<file path="config.mk">
export PLATFORM = sky130hd
export DESIGN_NAME = draw_dialog_flat
export DESIGN_NICKNAME = d
export VERILOG_FILES = /design/src/rtl/snake_pkg.sv /design/src/rtl/vga_if.sv /design/src/rtl/draw_dialog_ctrl.sv /design/src/rtl/draw_dialog.sv /design/src/flat_wrapper.sv
export SDC_FILE = /design/constraint.sdc
export NUM_CORES = 1
export LEC_CHECK = 0
export ABC_CLOCK_PERIOD_IN_PS = 2600
export BUFFER_PORTS_ARGS = -buffer_cell sky130_fd_sc_hd__buf_2
export CORE_ASPECT_RATIO = 1.2
export CORE_MARGIN = 10
export CORE_UTILIZATION = 34
export DETAILED_ROUTE_END_ITERATION = 8
export MAX_ROUTING_LAYER = met4
export PLACE_DENSITY_LB_ADDON = 0.15
export SLEW_MARGIN = 15
export SYNTH_ARGS = -nofsm -noshare
export SYNTH_HDL_FRONTEND = slang
export SYNTH_SLANG_ARGS = --single-unit
</file>
<file path="constraint.sdc">
create_clock -name clk -period 2.6 [get_ports clk]
set_input_delay 0.26 -clock clk [delete_from_list [all_inputs] [get_ports clk]]
set_output_delay 0.26 -clock clk [all_outputs]
set_load 0.03 [all_outputs]
</file>
<file path="src/rtl/snake_pkg.sv">
// snake_pkg: dialog state enum, vga timing struct, colour width and default dialog geometry/colours
package snake_pkg;
  localparam int RGB_B = 12;
  localparam int DLG_N_BUTTONS = 2;
  localparam int DLG_X = 0, DLG_Y = 0, DLG_W = 400, DLG_H = 300;
  localparam int DLG_BTN_X = 50, DLG_BTN_Y = 100, DLG_BTN_W = 300, DLG_BTN_H = 40;
  localparam int DLG_BTN_GAP = 20, DLG_BORDER_W = 3;
  localparam logic [RGB_B-1:0] DLG_BG_COLOR = 12'hF00, DLG_BTN_COLOR = 12'h0F0, DLG_HL_COLOR = 12'hFF0;
  localparam int DLG_BLINK_FRAMES = 30, DLG_CONFIRM_FRAMES = 15, DLG_WRAP = 1;
  typedef enum logic [1:0] {IDLE, ACTIVE, CONFIRM, DONE} dialog_state_t;
  typedef struct packed {
    logic [10:0] hcount;
    logic [10:0] vcount;
    logic hsync;
    logic vsync;
    logic hblnk;
    logic vblnk;
  } vga_t;
  function automatic int sel_w(input int n);
    return n > 1 ? $clog2(n) : 1;
  endfunction
endpackage

</file>
<file path="src/rtl/vga_if.sv">
// vga_if: vga timing bundle (hcount, vcount, syncs, blanks) with in/out modports
interface vga_if;
  logic [10:0] hcount;
  logic [10:0] vcount;
  logic hsync;
  logic vsync;
  logic hblnk;
  logic vblnk;
  modport in (input hcount, vcount, hsync, vsync, hblnk, vblnk);
  modport out (output hcount, vcount, hsync, vsync, hblnk, vblnk);
endinterface

</file>
<file path="src/rtl/draw_dialog_ctrl.sv">
// dialog_ctrl: key edges + selection FSM + blink/confirm counters; in: show, keys, frame_tick; out: sel_idx, sel_valid, active, blink_on, flash_on
module dialog_ctrl import snake_pkg::*; #(
  parameter int N_BUTTONS = DLG_N_BUTTONS,
  parameter int BLINK_FRAMES = DLG_BLINK_FRAMES,
  parameter int CONFIRM_FRAMES = DLG_CONFIRM_FRAMES,
  parameter int WRAP = DLG_WRAP,
  localparam int SEL_W = sel_w(N_BUTTONS)
) (
  input  logic             clk,
  input  logic             rst,
  input  logic             show,
  input  logic             key_up,
  input  logic             key_down,
  input  logic             key_enter,
  input  logic             frame_tick,
  output logic [SEL_W-1:0] sel_idx,
  output logic             sel_valid,
  output logic             active,
  output logic             blink_on,
  output logic             flash_on
);
  localparam logic [SEL_W-1:0] LAST = SEL_W'(N_BUTTONS - 1);
  localparam logic [15:0] BLINK_MAX = 16'(BLINK_FRAMES - 1);
  localparam logic [15:0] CONF_MAX = 16'(CONFIRM_FRAMES - 1);
  dialog_state_t state_q, state_d;
  logic [SEL_W-1:0] sel_q, sel_d, sel_up, sel_dn;
  logic [15:0] blink_cnt_q, blink_cnt_d, conf_cnt_q, conf_cnt_d;
  logic blink_q, blink_d, flash_q, flash_d;
  logic [2:0] keys_q, keys_d;
  logic up_e, dn_e, en_e;
  always_comb begin
    keys_d = {key_up, key_down, key_enter};
    {up_e, dn_e, en_e} = keys_d & ~keys_q;
    sel_up = sel_q == '0 ? (WRAP != 0 ? LAST : '0) : sel_q - 1'b1;
    sel_dn = sel_q == LAST ? (WRAP != 0 ? '0 : LAST) : sel_q + 1'b1;
    state_d = state_q;
    sel_d = sel_q;
    blink_cnt_d = blink_cnt_q;
    blink_d = blink_q;
    conf_cnt_d = conf_cnt_q;
    flash_d = flash_q;
    case (state_q)
      IDLE: if (show) begin
        state_d = ACTIVE;
        sel_d = '0;
        blink_cnt_d = '0;
        blink_d = 1'b1;
      end
      ACTIVE: if (en_e) begin
        state_d = CONFIRM;
        conf_cnt_d = '0;
        flash_d = 1'b0;
      end else if (up_e ^ dn_e) begin
        sel_d = up_e ? sel_up : sel_dn;
        blink_cnt_d = '0;
        blink_d = 1'b1;
      end else if (frame_tick) begin
        blink_cnt_d = blink_cnt_q == BLINK_MAX ? '0 : blink_cnt_q + 16'd1;
        blink_d = blink_cnt_q == BLINK_MAX ? ~blink_q : blink_q;
      end
      CONFIRM: if (frame_tick) begin
        conf_cnt_d = conf_cnt_q + 16'd1;
        flash_d = ~flash_q;
        state_d = conf_cnt_q == CONF_MAX ? DONE : CONFIRM;
      end
      default: state_d = IDLE;
    endcase
  end
  always_ff @(posedge clk) begin
    if (rst) begin
      state_q <= IDLE;
      sel_q <= '0;
      blink_cnt_q <= '0;
      blink_q <= 1'b0;
      conf_cnt_q <= '0;
      flash_q <= 1'b0;
      keys_q <= '0;
    end else begin
      state_q <= state_d;
      sel_q <= sel_d;
      blink_cnt_q <= blink_cnt_d;
      blink_q <= blink_d;
      conf_cnt_q <= conf_cnt_d;
      flash_q <= flash_d;
      keys_q <= keys_d;
    end
  end
  assign sel_idx = sel_q;
  assign sel_valid = state_q == DONE;
  assign active = state_q == ACTIVE || state_q == CONFIRM;
  assign blink_on = blink_q || state_q == CONFIRM;
  assign flash_on = flash_q && state_q == CONFIRM;
endmodule

</file>
<file path="src/rtl/draw_dialog.sv">
// draw_dialog: modal dialog overlay stage; dialog_ctrl + 2-cycle pixel pipeline (region compare, colour mux); ports: keys/show in, vga_if + rgb through, sel_idx/sel_valid/active out
module draw_dialog import snake_pkg::*; #(
  parameter int N_BUTTONS = DLG_N_BUTTONS,
  parameter int X = DLG_X,
  parameter int Y = DLG_Y,
  parameter int W = DLG_W,
  parameter int H = DLG_H,
  parameter int BTN_X = DLG_BTN_X,
  parameter int BTN_Y = DLG_BTN_Y,
  parameter int BTN_W = DLG_BTN_W,
  parameter int BTN_H = DLG_BTN_H,
  parameter int BTN_GAP = DLG_BTN_GAP,
  parameter int BORDER_W = DLG_BORDER_W,
  parameter logic [RGB_B-1:0] BG_COLOR = DLG_BG_COLOR,
  parameter logic [RGB_B-1:0] BTN_COLOR = DLG_BTN_COLOR,
  parameter logic [RGB_B-1:0] HL_COLOR = DLG_HL_COLOR,
  parameter int BLINK_FRAMES = DLG_BLINK_FRAMES,
  parameter int CONFIRM_FRAMES = DLG_CONFIRM_FRAMES,
  parameter int WRAP = DLG_WRAP,
  localparam int SEL_W = sel_w(N_BUTTONS)
) (
  input  logic             clk,
  input  logic             rst,
  input  logic             show,
  input  logic             key_up,
  input  logic             key_down,
  input  logic             key_enter,
  vga_if.in                vga_in,
  input  logic [RGB_B-1:0] rgb_i,
  vga_if.out               vga_out,
  output logic [RGB_B-1:0] rgb_o,
  output logic [SEL_W-1:0] sel_idx,
  output logic             sel_valid,
  output logic             active
);
  localparam int NB = 1 << SEL_W;
  localparam logic [10:0] X0 = 11'(X), X1 = 11'(X + W), Y0 = 11'(Y), Y1 = 11'(Y + H);
  localparam logic [10:0] BX0 = 11'(X + BTN_X), BX1 = 11'(X + BTN_X + BTN_W), BW = 11'(BORDER_W);
  typedef struct packed {
    vga_t vga;
    logic [RGB_B-1:0] rgb;
    logic box;
    logic btn;
    logic sel_bdr;
    logic sel_in;
  } s1_t;
  s1_t s1_q, s1_d;
  vga_t vga_q, vga_d;
  logic [RGB_B-1:0] rgb_q, rgb_d;
  logic [10:0] h, v;
  logic [NB-1:0] in_btn, on_bdr;
  logic frame_tick, blink_on, flash_on;
  assign h = vga_in.hcount;
  assign v = vga_in.vcount;
  assign frame_tick = h == '0 && v == '0;
  dialog_ctrl #(
    .N_BUTTONS(N_BUTTONS), .BLINK_FRAMES(BLINK_FRAMES), .CONFIRM_FRAMES(CONFIRM_FRAMES), .WRAP(WRAP)
  ) u_ctrl (
    .clk(clk), .rst(rst), .show(show), .key_up(key_up), .key_down(key_down), .key_enter(key_enter),
    .frame_tick(frame_tick), .sel_idx(sel_idx), .sel_valid(sel_valid), .active(active),
    .blink_on(blink_on), .flash_on(flash_on)
  );
  // padded to a power of two so sel_idx can index without going out of range
  for (genvar k = 0; k < NB; k++) begin : g_btn
    localparam logic [10:0] BY0 = 11'(Y + BTN_Y + k * (BTN_H + BTN_GAP));
    localparam logic [10:0] BY1 = 11'(Y + BTN_Y + k * (BTN_H + BTN_GAP) + BTN_H);
    assign in_btn[k] = k < N_BUTTONS && h >= BX0 && h < BX1 && v >= BY0 && v < BY1;
    assign on_bdr[k] = in_btn[k] && (h < BX0 + BW || h >= BX1 - BW || v < BY0 + BW || v >= BY1 - BW);
  end
  always_comb begin
    s1_d = {h, v, vga_in.hsync, vga_in.vsync, vga_in.hblnk, vga_in.vblnk, rgb_i,
            h >= X0 && h < X1 && v >= Y0 && v < Y1, |in_btn, on_bdr[sel_idx], in_btn[sel_idx]};
    vga_d = s1_q.vga;
    rgb_d = !active || s1_q.vga.hblnk || s1_q.vga.vblnk ? s1_q.rgb :
            s1_q.sel_bdr && blink_on ? HL_COLOR :
            s1_q.sel_in && flash_on ? HL_COLOR :
            s1_q.btn ? BTN_COLOR :
            s1_q.box ? BG_COLOR : s1_q.rgb;
  end
  always_ff @(posedge clk) begin
    if (rst) begin
      s1_q <= '0;
      vga_q <= '0;
      rgb_q <= '0;
    end else begin
      s1_q <= s1_d;
      vga_q <= vga_d;
      rgb_q <= rgb_d;
    end
  end
  assign vga_out.hcount = vga_q.hcount;
  assign vga_out.vcount = vga_q.vcount;
  assign vga_out.hsync = vga_q.hsync;
  assign vga_out.vsync = vga_q.vsync;
  assign vga_out.hblnk = vga_q.hblnk;
  assign vga_out.vblnk = vga_q.vblnk;
  assign rgb_o = rgb_q;
endmodule

</file>
<file path="src/flat_wrapper.sv">
// flat-port wrapper written by rule: the top's interface ports become plain ports
module draw_dialog_flat import snake_pkg::*;
#(
  parameter int N_BUTTONS = DLG_N_BUTTONS,
  parameter int X = DLG_X,
  parameter int Y = DLG_Y,
  parameter int W = DLG_W,
  parameter int H = DLG_H,
  parameter int BTN_X = DLG_BTN_X,
  parameter int BTN_Y = DLG_BTN_Y,
  parameter int BTN_W = DLG_BTN_W,
  parameter int BTN_H = DLG_BTN_H,
  parameter int BTN_GAP = DLG_BTN_GAP,
  parameter int BORDER_W = DLG_BORDER_W,
  parameter logic [RGB_B-1:0] BG_COLOR = DLG_BG_COLOR,
  parameter logic [RGB_B-1:0] BTN_COLOR = DLG_BTN_COLOR,
  parameter logic [RGB_B-1:0] HL_COLOR = DLG_HL_COLOR,
  parameter int BLINK_FRAMES = DLG_BLINK_FRAMES,
  parameter int CONFIRM_FRAMES = DLG_CONFIRM_FRAMES,
  parameter int WRAP = DLG_WRAP,
  localparam int SEL_W = sel_w(N_BUTTONS)
)
  (clk, rst, show, key_up, key_down, key_enter, rgb_i, rgb_o, sel_idx, sel_valid, active, vga_in_hcount, vga_in_vcount, vga_in_hsync, vga_in_vsync, vga_in_hblnk, vga_in_vblnk, vga_out_hcount, vga_out_vcount, vga_out_hsync, vga_out_vsync, vga_out_hblnk, vga_out_vblnk);
  vga_if vga_in_i ();
  vga_if vga_out_i ();
  input  logic clk;
  input  logic rst;
  input  logic show;
  input  logic key_up;
  input  logic key_down;
  input  logic key_enter;
  input  logic [RGB_B-1:0] rgb_i;
  output logic [RGB_B-1:0] rgb_o;
  output logic [SEL_W-1:0] sel_idx;
  output logic sel_valid;
  output logic active;
  input wire logic [$bits(vga_in_i.hcount)-1:0] vga_in_hcount;
  input wire logic [$bits(vga_in_i.vcount)-1:0] vga_in_vcount;
  input wire logic [$bits(vga_in_i.hsync)-1:0] vga_in_hsync;
  input wire logic [$bits(vga_in_i.vsync)-1:0] vga_in_vsync;
  input wire logic [$bits(vga_in_i.hblnk)-1:0] vga_in_hblnk;
  input wire logic [$bits(vga_in_i.vblnk)-1:0] vga_in_vblnk;
  output wire logic [$bits(vga_out_i.hcount)-1:0] vga_out_hcount;
  output wire logic [$bits(vga_out_i.vcount)-1:0] vga_out_vcount;
  output wire logic [$bits(vga_out_i.hsync)-1:0] vga_out_hsync;
  output wire logic [$bits(vga_out_i.vsync)-1:0] vga_out_vsync;
  output wire logic [$bits(vga_out_i.hblnk)-1:0] vga_out_hblnk;
  output wire logic [$bits(vga_out_i.vblnk)-1:0] vga_out_vblnk;
  assign vga_in_i.hcount = vga_in_hcount;
  assign vga_in_i.vcount = vga_in_vcount;
  assign vga_in_i.hsync = vga_in_hsync;
  assign vga_in_i.vsync = vga_in_vsync;
  assign vga_in_i.hblnk = vga_in_hblnk;
  assign vga_in_i.vblnk = vga_in_vblnk;
  assign vga_out_hcount = vga_out_i.hcount;
  assign vga_out_vcount = vga_out_i.vcount;
  assign vga_out_hsync = vga_out_i.hsync;
  assign vga_out_vsync = vga_out_i.vsync;
  assign vga_out_hblnk = vga_out_i.hblnk;
  assign vga_out_vblnk = vga_out_i.vblnk;
  draw_dialog #(.N_BUTTONS(N_BUTTONS), .X(X), .Y(Y), .W(W), .H(H), .BTN_X(BTN_X), .BTN_Y(BTN_Y), .BTN_W(BTN_W), .BTN_H(BTN_H), .BTN_GAP(BTN_GAP), .BORDER_W(BORDER_W), .BG_COLOR(BG_COLOR), .BTN_COLOR(BTN_COLOR), .HL_COLOR(HL_COLOR), .BLINK_FRAMES(BLINK_FRAMES), .CONFIRM_FRAMES(CONFIRM_FRAMES), .WRAP(WRAP)) u_core (.clk(clk), .rst(rst), .show(show), .key_up(key_up), .key_down(key_down), .key_enter(key_enter), .vga_in(vga_in_i), .rgb_i(rgb_i), .vga_out(vga_out_i), .rgb_o(rgb_o), .sel_idx(sel_idx), .sel_valid(sel_valid), .active(active));
endmodule
</file>
# Yosys cells after proc, flatten, opt, wreduce, memory -nomap -nowiden
# Cells that the tools add are included.
# Widths: inputs -> output; s select.
dict set report word_totals {
  input_bits 44
  out_inout_bits 41
  reg_bits 120
  elab_cells 137
}
dict set report op_classes {
  eq_ne 12
  n_bitwise 5
  order_cmp 17
  n_mux 39
  addsub 4
  reduce_logical 35
}
# op count
set ops {}
lappend ops {{$mux 16} 7}
lappend ops {{$pmux 16 s2} 2}
lappend ops {{$mux 12} 5}
lappend ops {{$ge 11x8->1 const B} 3}
lappend ops {{$lt 11x8->1 const B} 3}
lappend ops {{$lt 11x9->1 const B} 3}
lappend ops {{$add 16x1->16 const B} 2}
lappend ops {{$ge 11x1->1 const B} 2}
lappend ops {{$logic_not 11->1} 2}
lappend ops {{$mux 1} 18}
lappend ops {{$eq 16x4->1 const B} 1}
lappend ops {{$eq 16x5->1 const B} 1}
lappend ops {{$logic_and 1x1->1} 14}
lappend ops {{$ge 11x6->1 const B} 1}
lappend ops {{$ge 11x7->1 const B} 1}
lappend ops {{$ge 11x9->1 const B} 1}
lappend ops {{$lt 11x6->1 const B} 1}
lappend ops {{$lt 11x7->1 const B} 1}
lappend ops {{$logic_or 1x1->1} 9}
lappend ops {{$ne 2x2->1 const B} 4}
lappend ops {{$reduce_and 4->1} 2}
lappend ops {{$mux 2} 3}
lappend ops {{$pmux 1 s2} 3}
lappend ops {{$pmux 2 s3} 1}
lappend ops {{18 further kinds} 22}

# Logic depth before layout (Yosys ltp)
# Gate-level depths: netlist of run 1.
dict set report logic_depth {
  word_depth 7
  ltp_mapped 9
  mapped_depth_nobuf 8
}

# Cells and area by module
# From an unflattened synthesis of run 1, not the netlist that was laid out.
dict set report unflattened {
  hier_cells 490
  area_unflattened_um2 4782.1
}
# mod seq_area_each_um2 area_each_um2 n_inst cells_each
set by_module_without_submodules {}
lappend by_module_without_submodules {draw_dialog 1601.5 2587.5 1 241}
lappend by_module_without_submodules {dialog_ctrl 800.8 2194.6 1 249}

# Worst setup path after synthesis of run 1
# OpenSTA, ideal clock, no wires.
dict set report synth_timing {
  path_type {register to register}
  startpoint {reg u_core.u_ctrl.state_q[0]}
  endpoint {reg u_core.rgb_q[0] (netlist: u_core.rgb_o[0])}
  path_slack_ps 665
  path_buffers 0
  stages_incl_launch_ff 7
  t_required_ps 2485
  period_less_slack_ps 1935
  arrival_ps 1820
  setup_time_ps 115
  path_cell_list {dfxtp_1 -> inv_1 -> ha_1 -> nor3b_1 -> o21ai_0 -> and3_1 -> and2_1}
}
dict set report synth_via {
  elab_chain_cells 6
  elab_cells_between_ends 13
  cone_classes {2 x eq/ne; 3 x mux; 8 x reduce/logical}
}
# item line
set synth_rtl {}
lappend synth_rtl {{start: declaration} draw_dialog_ctrl.sv:25} ;# dialog_state_t state_q, state_d;
lappend synth_rtl {{start signal: assignment} draw_dialog_ctrl.sv:79} ;# state_q <= state_d;
lappend synth_rtl {{$eq 2x1->1 / $eq 2x2->1 (equally long branches)} draw_dialog_ctrl.sv:90} ;# assign active = state_q == ACTIVE || state_q == CONFIRM;
lappend synth_rtl {{$logic_or 1x1->1 *} draw_dialog_ctrl.sv:90}
lappend synth_rtl {{via active} flat_wrapper.sv:36} ;# output logic active;
lappend synth_rtl {{$logic_not 1->1 *} draw_dialog.sv:74} ;# rgb_d = !active || s1_q.vga.hblnk || s1_q.vga.vblnk ? s1_q.rgb :
lappend synth_rtl {{$logic_or 1x1->1 * (2 in series)} draw_dialog.sv:74}
lappend synth_rtl {{$mux 12 *} draw_dialog.sv:74}
lappend synth_rtl {{end signal: assignment} draw_dialog.sv:88} ;# rgb_q <= rgb_d;
lappend synth_rtl {{end: declaration} draw_dialog.sv:49} ;# logic [RGB_B-1:0] rgb_q, rgb_d;
# Mark *: on every way through the listed nets, which the timed path passes. The rest lies on a longest branch.
# A chain may end at the register's enable or synchronous reset.

# Worst setup path after layout of run 1
dict set report layout_timing {
  startpoint {reg u_core.u_ctrl.state_q[1]}
  endpoint {reg u_core.u_ctrl.blink_cnt_q[13]}
}
dict set report layout_via {
  elab_chain_cells 3
  elab_cells_between_ends 8
  cone_classes {4 x eq/ne; 1 x mux; 3 x reduce/logical}
}
# item line
set layout_rtl {}
lappend layout_rtl {{$eq 2x1->1 / $logic_not 2->1 (equally long branches)} draw_dialog_ctrl.sv:42} ;# case (state_q)
lappend layout_rtl {{$ne 3x2->1 (no line) (tied with other cells)} -}
lappend layout_rtl {{$reduce_and 4->1 (no line)} -}
lappend layout_rtl {{end signal: assignment} draw_dialog_ctrl.sv:81} ;# blink_cnt_q <= blink_cnt_d;
lappend layout_rtl {{end: declaration} draw_dialog_ctrl.sv:27} ;# logic [15:0] blink_cnt_q, blink_cnt_d, conf_cnt_q, conf_cnt_d;
# Several ways; a longest one is shown, not always the timed one.

==> results by group, run 1 <==
Run
  • Max Cap Viol: 0

Logic synthesis
  • Mean area per synthesized cell: 9.721 sq um
  • Post-synth top flop: dfxtp_1
  • Leading area contributor after synthesis: dfxtp_1
  • Seq/Total Area, Yosys: 51.81%
  • EDFF count, synth: 0
  • Synth Cell Area: 0.004637 sq mm
  • Syn nets: 529
  • Ys async rst share: 0%
  • Synth Instances: 477
  • Synth top area cells: dfxtp_1 52%, nor2b_1 9.3%, xor2_1 4.0%, nor2_1 3.1%, a21oi_1 2.9%
  • Yosys reg bits: 120
  • Synth warn: 0
  • Netlist cell types: 57
  • Share of the synthesized area in the top cell type: 51.81%

Critical path
  • CP max stage cell: dfxtp_1
  • CP Cell Sequence: inv_1 > ha_1 > nand3b_1 > o211a_1 > and3_1 > o2111ai_1 > xor2_1 > nor2_1
  • Worst path arrival time: 2.39 ns
  • CP top delay family: simple AND/OR/NAND/NOR gates
  • Critical path class: flop to flop
  • Worst reg2reg path depth: 8
  • Max stage delay on crit path: 0.38 ns
  • Crit-path max FO: 9
  • Reg2reg start: u_core.u_ctrl.state_q[1]
  • Flop-to-flop setup slack: 0.51 ns
  • Setup crit end kind: flop
  • CP startpoint kind: flop
  • Crit path required time: 2.89 ns
  • Buffer and inverter count on the worst path: 1
  • R2R Path End: u_core.u_ctrl.blink_cnt_q[13]

Layout
  • Final #Nets: 622
  • Final cell count without fillers: 751
  • Core Util, Final: 44.13%
  • Antenna diodes: 0
  • Commonest non-fill, non-tap cell in the layout: dfxtp_1
  • Final design area excluding fillers: 0.005867 sq mm
  • Synth-to-Final Area Change: 26.52%
  • Proportion of layout cells with a drive suffix above 1: 22.64%
  • Most frequent cells in the layout: 120 x dfxtp_1, 84 x buf_2, 69 x nor2b_1

STA
  • RSZ-0062 raised after global routing: false
  • Post-route setup TNS: 0 ns
  • Hold Vio Cnt, Final: 0
  • Min Tclk post-route: 2.093 ns
  • Slew @ Worst Pin: 0.6053 ns
  • Max-slew violation count: 0
  • Relative slew slack: 59.65%
  • Final Setup Violations: 0
  • Worst Slack Setup Final: 0.5066 ns
  • Fmax achieved: 477.7 MHz
  • Period utilisation layout: 80.52%
  • Clk_skew: 0.006984 ns

Global route
  • Tot GR Track Use: 12.12%
  • Total gr overflow: 0
  • Vias in the first global route: 3691
  • Global-route wire length before repair: 17910 um
  • Met1 Use GR: 13.49%
  • Largest net degree at the start of global routing: 35
  • GRT busiest layer: met2
  • GR Util met2: 19.11%
  • M3 GR Usage: 4.365%
  • Initial antenna violation count: 0

Hold path
  • HP Class: input port to flop
  • Hold Path Sink: u_core.s1_q[13]
  • Hold_sp: rgb_i[9]
  • Hold path cells: 2

CTS
  • Clock Tree Root: clkbuf_16
  • # clock sinks: 120
  • Clock latency at the later pin of the worst-skew pair: 0.42 ns
  • Cts bufs inserted: 17
  • Post-CTS setup buffers: 0
  • Clk buf depth: 2
  • CTS tree: built
  • CTS Hold Buffers Added: 0
  • CTS clock-pin slew for the worst setup and hold paths: 0.06 ns
  • H-tree depth: 4
  • Post-CTS Resized: 0

Die
  • IO Pins: 85
  • Die area: 0.01873 sq mm
  • Core ar.: 0.01330 sq mm
  • Initial Util: 34.88%
  • Die X: 126.6 um
  • Die Height: 147.9 um
  • Number of cell rows: 46

Pwr
  • Max VDD drop: 0.0004478 V
  • PD cells: 880.1 mW/mm^2
  • Pleak: 2.415 nW

Placed design
  • Routability Congestion: 0.8128
  • Placed Area: 0.005236 sq mm
  • DP Cell Count: 719
  • Post-DP HPWL: 8018 um
  • Worst slack at placement: 0.5131 ns
  • Port bufs: 84

Routing
  • DRC viols: 0
  • Vias: 3603
  • Drt total wl: 10800 um
  • DRT iter0 DRCs: 203
  • Wire per inst: 14.37 um
  • DR vias/cell: 4.798
  • Antenna Nets Post-Route: 0
  • DR pass1 iterations: 4

Outcome
  • Status: completed
-- where the power goes --
group | switching [mW] | total, mW | leakage (nW) | internal [mW]
combinational | 0.486 | 0.727 | 1.13 | 0.241
clock | 0.819 | 2.48 | 0.301 | 1.66
sequential | 0.0369 | 1.96 | 0.985 | 1.92
-- worst max-delay path by stage --
stage,start,to,depth (start not counted)
after floorplan,u_core.u_ctrl.state_q[0],u_core.rgb_o[0],6
after global placement,u_core.u_ctrl.state_q[0],u_core.rgb_o[1],6
after detailed placement,vga_in_hcount[1],u_core.u_ctrl.conf_cnt_q[14],7
after CTS,u_core.u_ctrl.state_q[1],u_core.u_ctrl.blink_cnt_q[13],8
after global routing,u_core.u_ctrl.blink_cnt_q[0],u_core.u_ctrl.blink_cnt_q[8],7
final,u_core.u_ctrl.state_q[1],u_core.u_ctrl.blink_cnt_q[13],8
-- layout make-up --
class,instances,area [sq um]
clock buffer,22,464.2
sequential,120,2402
inverter,11,41.29
fill,1291,7428
multi-input combinational,331,2125
timing repair buffer,89,457.9
tap,168,210.2
clock inverter,10,166.4
-- per-layer routing --
| metal | part of all wire (%) | vias up | routed length, um |
|---|---|---|---|
| li1 | - | 1836 | - |
| met1 | 45 | 1667 | 4856 |
| met2 | 47 | 80 | 5080 |
| met3 | 6.0 | 20 | 653 |
| met4 | 1.9 | 0 | 204 |
| met5 | 0 | - | 0 |
-- worst register-to-register path: cells and delay by family, from the launching register on --
kind,cells,cell delay (ns)
buffers and inverters,1,0.08
and+or+nand+nor,3,0.58
adders and majority gates,1,0.26
DFF,1,0.38
xor gates and xnor gates,1,0.17
AOI/OAI and AO/OA,2,0.51
-- cell usage after synthesis (2+ instances only) --
cell       count
a211o_1        2
a21oi_1       27
a31oi_1        2
and2_1         8
and3_1        12
clkbuf_1      11
dfxtp_1      120
ha_1           8
inv_1         11
mux2i_1        3
nand2_1       23
nand2b_1       4
nand3_1       15
nand3b_1       2
nand4_1       10
nor2_1        38
nor2b_1       69
nor3_1         9
nor3_2         5
nor4_1         4
nor4b_1        2
o2111ai_1      6
o211ai_1       8
o21ai_0       12
o21ai_1        2
o21ai_2        2
o21bai_1       3
or2_1          2
or3_1          8
xnor2_1        2
xor2_1        21
-- flip-flops by register name, indices dropped and copies added (netlist names) --
name / cells
u_core.rgb_o: 12
u_core.s1_q: 42
u_core.u_ctrl.blink_cnt_q: 16
u_core.u_ctrl.blink_q: 1
u_core.u_ctrl.conf_cnt_q: 16
u_core.u_ctrl.flash_q: 1
u_core.u_ctrl.keys_q: 3
u_core.u_ctrl.sel_idx: 1
u_core.u_ctrl.state_q: 2
u_core.vga_out.hblnk: 1
u_core.vga_out.hcount: 11
u_core.vga_out.hsync: 1
u_core.vga_out.vblnk: 1
u_core.vga_out.vcount: 11
u_core.vga_out.vsync: 1
-- cells by family after synthesis --
logic type,after synthesis,share of synthesized area [%]
adder cells (fa/ha/maj),8,2.159
AND/OR/NAND/NOR,220,27.77
multiplexers,3,0.6476
flip-flops,120,51.81
AO/OA/AOI/OAI,77,10.90
XOR/XNOR,23,4.344
buffers and inverters,26,2.374
-- stage by stage --
stage	hold WS (ns)	power (mW)
after global routing	0.05559	5.386
after detailed placement	0.4129	2.736
final	0.05276	5.163
after floorplan	0.3503	2.500
after CTS	0.03531	5.231
after global placement	0.4113	2.725
No activity file was read; power rests on OpenSTA's default activity.
==> run 2, diff against run 1 <==
--- a/config.mk
+++ b/config.mk
@@ -5,7 +5,7 @@
 export SDC_FILE = /design/constraint.sdc
 export NUM_CORES = 1
 export LEC_CHECK = 0
-export ABC_CLOCK_PERIOD_IN_PS = 2600
+export ABC_CLOCK_PERIOD_IN_PS = 1840
 export BUFFER_PORTS_ARGS = -buffer_cell sky130_fd_sc_hd__buf_2
 export CORE_ASPECT_RATIO = 1.2
 export CORE_MARGIN = 10
==> constraint.sdc (replaced) <==
create_clock -name clk -period 1.84 [get_ports clk]
set_input_delay 0.184 -clock clk [delete_from_list [all_inputs] [get_ports clk]]
set_output_delay 0.184 -clock clk [all_outputs]
set_load 0.03 [all_outputs]
==> run 2 against run 1 <==
Power up 50%; clock-buffer cell count shrank 5; highest routed layer unchanged; worst setup slack worse by 0.38 ns; critical endpoint unchanged.
==> results by group, run 2 (synthesis results as in run 1) <==
Routing
  • Wire per inst: 14.55 um
  • Drt total wl: 11610 um
  • DRT iter0 DRCs: 201
  • WL met1: 5184 um
  • DRC viols: 0
  • Antenna Nets Post-Route: 0
  • Met2 WL post-DR: 5807 um
  • DR pass1 iterations: 4
  • DR vias/cell: 4.704
  • Vias: 3754
  • Highest routed layer: met4
  • Met3 wire length: 488 um

Critical path
  • Crit path required time: 2.14 ns
  • CP startpoint kind: input port
  • Setup crit end kind: flop
  • Buffer and inverter count on the worst path: 3
  • Crit-path max FO: 12
  • Max stage delay on crit path: 0.53 ns
  • Worst path arrival time: 2.01 ns
  • Critical path class: input port to flop
  • CP max stage cell: dlygate4sd3_1
  • CP Cell Sequence: dlygate4sd3_1 > buf_2 > nor2b_2 > xnor2_1 > nand2_1 > buf_4 > o2111ai_1 > xor2_1 > nor2_1
  • CP top delay family: buffers and inverters

Placed design
  • Post-DP HPWL: 8414 um
  • Routability Congestion: 0.7899
  • Placed Area: 0.005524 sq mm
  • Port bufs: 84

STA
  • Slew @ Worst Pin: 0.5233 ns
  • Post-route setup TNS: 0 ns
  • RSZ-0062 raised after global routing: false
  • Min Tclk post-route: 1.709 ns
  • Hold Vio Cnt, Final: 0
  • Max-slew violation count: 0
  • Fmax achieved: 585.2 MHz
  • Final Setup Violations: 0
  • Clk_skew: 0.007045 ns
  • Relative slew slack: 64.74%
  • Period utilisation layout: 92.87%

Layout
  • Max reg flops: 42
  • Antenna diodes: 0
  • Regs by FF count: u_core.s1_q (42), u_core.u_ctrl.blink_cnt_q (16), u_core.u_ctrl.conf_cnt_q (16)
  • Commonest non-fill, non-tap cell in the layout: dfxtp_1
  • Synth-to-Final Area Change: 37.64%
  • Final #Nets: 669
  • Area of the multi-input gates: 0.002188 sq mm
  • Most frequent cells in the layout: 117 x dfxtp_1, 84 x buf_2, 68 x nor2b_1
  • Proportion of layout cells with a drive suffix above 1: 29.37%
  • Top reg by flops: u_core.s1_q
  • Final design area excluding fillers: 0.006382 sq mm
  • Fillers: 1262
  • Flip-flop and latch area: 0.002406 sq mm

Pwr
  • Clock Power Share: 45.9%
  • Int Pwr: 5.640 mW
  • NetSw: 2.100 mW
  • Pleak: 2.656 nW
  • Net Sw Frac: 27.13%
  • PD cells: 1213 mW/mm^2
  • Combinational share of power: 18.2%
  • Max VDD drop: 0.0006210 V
  • Sequential Power Share: 35.8%

Global route
  • Largest net degree at the start of global routing: 87
  • Total gr overflow: 0
  • Vias in the first global route: 3924
  • Initial antenna violation count: 0
  • Global-route wire length before repair: 19480 um
  • Tot GR Track Use: 13.15%

CTS
  • Cts bufs inserted: 17
  • CTS tree: built
  • Clock Tree Root: clkbuf_16
  • Clock latency at the later pin of the worst-skew pair: 0.41 ns
  • # clock sinks: 120
  • H-tree depth: 4
  • Clk buf depth: 2
  • CTS clock-pin slew for the worst setup and hold paths: 0.06 ns

Die
  • Initial Util: 34.88%
  • Die area: 0.01873 sq mm
  • IO Pins: 85
  • Core ar.: 0.01330 sq mm
  • Die X: 126.6 um
  • Die Height: 147.9 um
  • Number of cell rows: 46

Outcome
  • Status: completed

Hold path
  • HP Class: input port to flop

Run
  • Max Cap Viol: 0
[run 2: layer usage]
| metal | global-route usage [%] | vias up |
|---|---|---|
| li1 | - | 1927 |
| met1 | 14.66 | 1746 |
| met2 | 21.46 | 70 |
| met3 | 4.544 | 11 |
| met4 | 4.504 | 0 |
| met5 | - | - |
[run 2: path summary, 6_finish.rpt]
kind	slack [ns]	startpoint	cells past startpoint	endpoint
worst max register to register	0.14	u_core.u_ctrl.state_q[1]	8	u_core.u_ctrl.blink_cnt_q[4]
worst min register to register	0.43	u_core.s1_q[7]	1	u_core.rgb_o[3]
worst min-delay path	0.01	rgb_i[8]	2	u_core.s1_q[12]
worst max-delay path	0.13	key_down	9	u_core.u_ctrl.blink_cnt_q[13]
[run 2: what timing repair did]
| item | 4_1_cts | 5_1_grt |
|---|---|---|
| gates cloned | 0 | 0 |
| gates resized for setup | 1 | 18 |
| setup endpoints to repair | 1 | 36 |
| pin swaps | 0 | 3 |
| hold endpoints to repair | 14 | 0 |
| hold buffers | 14 | 0 |
| buffers inserted | 0 | 3 |
[run 2: area by class of cell]
| cell class | count | share of cell area [%] |
|---|---|---|
| clock buffers | 17 | 6.665 |
| flip-flops and latches | 120 | 37.70 |
| repair buffers | 136 | 14.04 |
| multi-input cells | 331 | 34.29 |
| clock inverters | 15 | 3.372 |
| well taps | 168 | 3.293 |
| inverters | 11 | 0.6469 |
[run 2: worst register-to-register path, cell delays in order, from the launching register on]
cell and delay, ns:
dfxtp_2 0.36, inv_1 0.07, ha_1 0.23, nand3b_1 0.13, o211a_4 0.18, buf_4 0.14, o21ai_2 0.06, or3_1 0.36
a21oi_2 0.12
[run 2: power groups by stage]
stage | registers (mW) | clock network (mW) | logic (mW)
finish | 2.77 | 3.55 | 1.41
global placement | 2.82 | 0 | 1.31
detailed placement | 2.83 | 0 | 1.33
CTS | 2.77 | 3.63 | 1.36
global route | 2.79 | 3.76 | 1.55
floorplan | 2.89 | 0 | 0.678
[run 2: per-stage QoR]
step / hold WS, ns / util (%) / total power, mW / std cells / setup WS [ns]
finish: 0.01155 / 48.00 / 7.740 / 798 / 0.1312
global route: 0.01786 / 48.00 / 8.099 / 798 / 0.001998
CTS: 0.002970 / 47.43 / 7.753 / 795 / 0.03169
detailed placement: 0.3973 / 41.55 / 4.152 / 749 / 0.003878
global placement: 0.3946 / 41.55 / 4.134 / 749 / 0.02677
floorplan: 0.2743 / - / 3.564 / 477 / 0.01776
